==> config.mk <==
export PLATFORM = sky130hd
export DESIGN_NAME = rw_port_arbiter
export DESIGN_NICKNAME = d
export VERILOG_FILES = /design/src/rtl/rw_port_arbiter.sv
export SDC_FILE = /design/constraint.sdc
export NUM_CORES = 1
export LEC_CHECK = 0
export ABC_AREA = 0
export CORE_ASPECT_RATIO = 2
export CORE_MARGIN = 2
export CORE_UTILIZATION = 45
export CTS_BUF_LIST = sky130_fd_sc_hd__clkbuf_2
export CTS_CLUSTER_DIAMETER = 80
export DETAILED_ROUTE_END_ITERATION = 8
export PLACE_DENSITY_LB_ADDON = 0.12
export SLEW_MARGIN = 20
export SYNTH_ARGS = -nofsm -noshare
export SYNTH_HDL_FRONTEND = slang
export SYNTH_SLANG_ARGS = --single-unit
==> constraint.sdc <==
create_clock -name clk -period 2.5 [get_ports clk]
set_input_delay 0.375 -clock clk [delete_from_list [all_inputs] [get_ports clk]]
set_output_delay 0.375 -clock clk [all_outputs]
set_load 0.01 [all_outputs]
==> src/rtl/rw_port_arbiter.sv <==
// rw_port_arbiter: serialises a read and a write requester onto one single-port
// synchronous memory. Round-robin on conflict, optional turnaround cycles on a
// direction change, registered grants, two-cycle read return and a saturating
// conflict counter.
module rw_port_arbiter #(
  parameter int unsigned ADDR_W     = 8,
  parameter int unsigned DATA_W     = 8,
  parameter int unsigned TURNAROUND = 1
) (
  input  logic              clk,
  input  logic              rst,
  input  logic              rd_req,
  input  logic [ADDR_W-1:0] rd_addr,
  output logic              rd_gnt,
  output logic [DATA_W-1:0] rd_data,
  output logic              rd_valid,
  input  logic              wr_req,
  input  logic [ADDR_W-1:0] wr_addr,
  input  logic [DATA_W-1:0] wr_data,
  output logic              wr_gnt,
  output logic              mem_en,
  output logic              mem_we,
  output logic [ADDR_W-1:0] mem_addr,
  output logic [DATA_W-1:0] mem_wdata,
  input  logic [DATA_W-1:0] mem_rdata,
  output logic [7:0]        conflict_cnt
);

  typedef enum logic [1:0] {StIdle, StTurn, StGrant} state_e;

  localparam logic [1:0] TurnLoad = 2'(TURNAROUND);

  state_e      state_q, state_d;
  logic        sel_q, sel_d;        // selected direction, 1 = write
  logic        last_q, last_d;      // direction of the last grant, 1 = write
  logic        prev_q, prev_d;      // a grant has happened since reset
  logic [1:0]  turn_q, turn_d;
  logic [7:0]  cnt_q, cnt_d;

  logic              rd_gnt_q, wr_gnt_q, mem_en_q, mem_we_q;
  logic [ADDR_W-1:0] mem_addr_q;
  logic [DATA_W-1:0] mem_wdata_q;
  logic              rd_pend_q, rd_valid_q;
  logic [DATA_W-1:0] rd_data_q;
  logic              grant_d;

  // Next-state: arbitration in idle, turnaround countdown, single grant cycle.
  always_comb begin
    state_d = state_q;
    sel_d   = sel_q;
    last_d  = last_q;
    prev_d  = prev_q;
    turn_d  = turn_q;
    cnt_d   = cnt_q;
    unique case (state_q)
      StIdle: begin
        if (rd_req || wr_req) begin
          if (rd_req && wr_req) begin
            sel_d = ~last_q;
            if (cnt_q != 8'hFF) cnt_d = cnt_q + 8'd1;
          end else begin
            sel_d = wr_req;
          end
          if (prev_q && (sel_d != last_q) && (TurnLoad != 2'd0)) begin
            state_d = StTurn;
            turn_d  = TurnLoad;
          end else begin
            state_d = StGrant;
          end
        end
      end
      StTurn: begin
        turn_d = turn_q - 2'd1;
        if (turn_q == 2'd1) state_d = StGrant;
      end
      StGrant: begin
        // Always back to idle so a requester that has not yet dropped its
        // request is never granted twice.
        state_d = StIdle;
        last_d  = sel_q;
        prev_d  = 1'b1;
      end
      default: state_d = StIdle;
    endcase
  end

  assign grant_d = (state_d == StGrant);

  // Control state registers.
  always_ff @(posedge clk or posedge rst) begin
    if (rst) begin
      state_q <= StIdle;
      sel_q   <= 1'b0;
      last_q  <= 1'b1;  // read wins the first conflict
      prev_q  <= 1'b0;
      turn_q  <= 2'd0;
      cnt_q   <= 8'd0;
    end else begin
      state_q <= state_d;
      sel_q   <= sel_d;
      last_q  <= last_d;
      prev_q  <= prev_d;
      turn_q  <= turn_d;
      cnt_q   <= cnt_d;
    end
  end

  // Registered memory strobes and grants, asserted for the grant cycle.
  always_ff @(posedge clk or posedge rst) begin
    if (rst) begin
      rd_gnt_q    <= 1'b0;
      wr_gnt_q    <= 1'b0;
      mem_en_q    <= 1'b0;
      mem_we_q    <= 1'b0;
      mem_addr_q  <= '0;
      mem_wdata_q <= '0;
    end else begin
      rd_gnt_q <= grant_d & ~sel_d;
      wr_gnt_q <= grant_d & sel_d;
      mem_en_q <= grant_d;
      mem_we_q <= grant_d & sel_d;
      if (grant_d) begin
        mem_addr_q <= sel_d ? wr_addr : rd_addr;
        if (sel_d) mem_wdata_q <= wr_data;
      end
    end
  end

  // Read return: memory data is valid the cycle after the read grant, then
  // presented one cycle later. Reset drops any read still in flight.
  always_ff @(posedge clk or posedge rst) begin
    if (rst) begin
      rd_pend_q  <= 1'b0;
      rd_valid_q <= 1'b0;
      rd_data_q  <= '0;
    end else begin
      rd_pend_q  <= rd_gnt_q;
      rd_valid_q <= rd_pend_q;
      if (rd_pend_q) rd_data_q <= mem_rdata;
    end
  end

  assign rd_gnt       = rd_gnt_q;
  assign wr_gnt       = wr_gnt_q;
  assign mem_en       = mem_en_q;
  assign mem_we       = mem_we_q;
  assign mem_addr     = mem_addr_q;
  assign mem_wdata    = mem_wdata_q;
  assign rd_valid     = rd_valid_q;
  assign rd_data      = rd_data_q;
  assign conflict_cnt = cnt_q;

endmodule
==> results by stage <==
Drt:
- The violation count after the first detailed-route iteration is 20.
- The count of nets left with antenna violations once routing finished came out at 0.
- Across all layers, the routed design uses 1467 vias.
- The routed wire length is 4.28 mm.
- The via density per instance is 5.15.
- The count of TritonRoute iterations in the first routing pass is 4.
- For this run, design rule violations remaining after detail routing come to 0.
- Dividing the detail-routed wire length by the instance count gives 15.0 um.

Timing:
- Of the available clock period, the critical path in the final layout requires 83.9%.
- The clock period could shrink to 2.10 ns.
- In the post-route analysis, the smallest setup slack over all paths is 0.403 ns.
- On the final layout, the worst clock skew is 0.0121 ns.
- The count of endpoints failing hold in the final timing report is 0.
- For the pin with the worst max-slew slack, the measured transition is 0.557 ns.
- The summed negative setup slack over all endpoints is 0 ns.
- Headroom to the max-slew limit came out at 62.8%.
- For this run, the top clock speed supported by timing is 0.477 GHz.
- Setup violations remaining at the end of the flow were counted as 0.
- The number of max-slew violations in the final report is 0.
- Setup repair after global routing left no endpoint under its margin.

Run:
- The number of max-cap violations is 0.

Setup path:
- The type of the worst setup path is register to register.
- Data arrives at the worst endpoint at 2.39 ns.
- The critical path required time is 2.79 ns.
- The depth of the critical timing path with buffers and inverters included is 5.
- The logic depth of the worst register-to-register path is 5.
- The type of element capturing the critical path is a register.
- The slowest stage of the critical path belongs to the cell o32ai_4.
- On the critical path the largest part of the delay comes from compound AO/OA/AOI/OAI gates.
- In this design, the stage delay of the slowest critical-path cell is 0.56 ns.
- The maximum fanout along the worst path is 10.
- Walking the worst path, the cells encountered are or2_1 > o32ai_4 > inv_6 > o21ai_4 > mux2_2.
- STA classifies the critical path startpoint as a register.
- Together, buffers and inverters on the worst path number 1.
- The register-to-register path setup slack is 0.40 ns.

Logic synthesis:
- The share of the Yosys chip area taken by registers is 58.2%.
- The area of the mapped netlist is 1890 um2.
- A synthesized cell averages 11.9 um2.
- Counting flops with an async set or reset pin after synthesis yields a share of 100%.
- In the post-synthesis netlist, the cell with the most instances is dfrtp_1.
- In this run, distinct cell masters in the synthesized netlist total 36.
- In this run, synthesis inferred 0 flip-flops with an integrated enable.
- The biggest area contributor in the post-synthesis netlist is dfrtp_1.
- Ranked by total cell area, the synthesized netlist is headed by dfrtp_1 57%, mux2_2 13%, nand2_1 4.4%.
- The Yosys step of the flow raised 0 warnings.
- When the netlist entered floorplanning its net count stood at 197.
- Of the post-synthesis cell area, the dominant cell type holds 56.8%.
- Among all flip-flop cells after synthesis, the most frequent one is dfrtp_1.
- The number of instances in the synthesized netlist is 159.
- Synthesis inferred 44 register bits.
- The commonest cells after synthesis are 43 x dfrtp_1, 22 x mux2_2, 22 x nand2_1, 12 x a31oi_1, 10 x nor3_1.

Floorplan:
- From left edge to right edge, the die measures 49.9 um.
- The area of the die is 4770 um2.
- For this configuration, the core starts out at a cell density of 46.3%.
- The number of placed I/O pins is 73.
- The height of the die is 95.7 um.
- The core region is 4090 um2.
- Row generation in the floorplan step produced 33 rows.

Power and ir drop:
- Sequential cells account for 40.0% of the total power.
- The net switching power figure is 1.13 mW.
- The clock network burns 9.1% of the power.
- Net switching is 35.6% of the power.
- The leakage dissipation is 1.14 nW.
- Cell internal power was estimated by the tool at 2.03 mW.
- The maximum VDD drop is 0.000743 V.
- In this run the power density over the cells is 1170 nW/um2.
- The logic gate share of total power is 50.9%.

Clock network:
- The number of gates resized after CTS is 0.
- The clock insertion delay at the later pin of the skew report is 0.39 ns.
- TritonCTS created 5 clock buffers.
- The count of H-tree levels built during CTS is 2.
- The clock drives 44 sinks.
- After clock tree synthesis, the clock-pin slew on the worst setup and hold paths is 0.21 ns.
- The buffers inserted during post-CTS setup optimization is 0.
- The CTS tree is done.
- Hold repair after CTS inserted 0 buffers.
- The longest clock path from root to sink contains 2 buffers.
- In this run the clock root is driven by a clkbuf_2.

Cells and area:
- The layout overhead on the synthesized area is 42.6%.
- The diode insertion count for antenna repair is 0.
- The share of final-layout standard cells stronger than drive strength 1 is 16.7%.
- The number of nets in the layout is 270.

Global route:
- Global routing used 19.3% of the available tracks.
- The number of antenna violations at the first check in global routing came to 0.
- Entering global routing, the biggest net connects 45 pins.
- Global routing finished with a remaining overflow of 0.
- The number of global-route vias before repair is 1512.
- The first global-routing pass estimated 6.98 mm of wire.

Placement:
- Summed over all nets, the half-perimeter wirelength after detailed placement is 3.31 mm.
- The worst setup timing slack at the placement stage is 0.186 ns.
- The final estimated routing congestion in global placement is 0.767.
- The number of buffer cells added on primary ports is 72.

Hold path:
- The path class of the tightest hold or removal check is primary input to async pin.

Run status:
- The run finished with clean final reports.
[worst register-to-register path, stage by stage, from the launching register on]
cell,delay [ns]
dfrtp_1,0.47
or2_1,0.34
o32ai_4,0.56
inv_6,0.11
o21ai_4,0.16
mux2_2,0.37
[final timing paths]
check                      startpoint      endpoint
hold reg to reg                rd_gnt     rd_pend_q
setup reg to reg           state_q[1]  mem_wdata[6]
setup / recovery           state_q[1]  mem_wdata[6]
hold / removal                    rst  mem_wdata[3]
max in group asynchronous         rst        last_q
min in group clk               rd_gnt     rd_pend_q
[cells in the final DEF (no fill, tap or decap), types with 2 or more instances in the layout]
cell type         n
nor2_1            3
and2_1            2
inv_1             5
a31oi_1          12
clkdlybuf4s50_1  72
nand3_1           4
or2_2             2
nand4_1           2
mux2_2           22
clkinv_1          2
nand2_1          22
dfrtp_1          43
buf_4             2
clkbuf_2          6
ha_1              2
xnor2_1           2
nor3_1           10
[cells by family (layout without fill, tap and decap cells)]
family / after synthesis / after routing / share of synthesized area [%]
AND/OR/NAND/NOR: 54 / 54 / 14.0
flip-flops: 44 / 44 / 58.2
multiplexers: 23 / 23 / 13.6
AO/OA/AOI/OAI: 18 / 18 / 7.87
buffers and inverters: 15 / 89 / 3.57
XOR/XNOR: 3 / 3 / 1.39
adder cells (fa/ha/maj): 2 / 2 / 1.32
[flip-flops by register name, summed over array words and instances (netlist names)]
register and flops:
conflict_cnt 8, mem_addr 8, mem_wdata 8, rd_data 8, state_q 2, turn_q 2, last_q 1, mem_en 1
mem_we 1, prev_q 1, rd_gnt 1, rd_pend_q 1, rd_valid 1, sel_q 1
[metal layers]
| metal | global-route usage, % | share of wire [%] |
|---|---|---|
| met1 | 19.3 | 34 |
| met2 | 37.4 | 60 |
| met3 | 4.04 | 4.8 |
| met4 | 7.87 | 1.9 |
| met5 | 0 | 0 |
[power groups by stage]
stage               clock, mW  combinational (mW)  sequential, mW
finish                  0.288                1.61            1.26
global route            0.334                1.74            1.31
CTS                     0.303                1.64            1.27
floorplan                   0               0.776            1.37
detailed placement          0                1.62            1.29
global placement            0                1.57            1.27
[final cells by class]
class                   count  area (um2)
inverters                   7        31.3
repair buffers             74         736
flip-flops and latches     44        1100
clock buffers               6        30.0
well taps                  52        65.1
fillers                   319        1390
clock inverters             2        11.3
multi-input cells         100         723
[stage by stage]
stage               cell area [um2]  power, mW  utilization, %  instances  hold slack [ns]
floorplan                      1890       2.14               -        159            0.352
global placement               2660       2.84            65.0        277            0.362
detailed placement             2660       2.91            65.0        277            0.366
CTS                            2700       3.21            66.0        285            0.390
global route                   2700       3.38            66.0        285            0.402
finish                         2700       3.16            66.0        285            0.402
(Power assumes the default switching activity.)
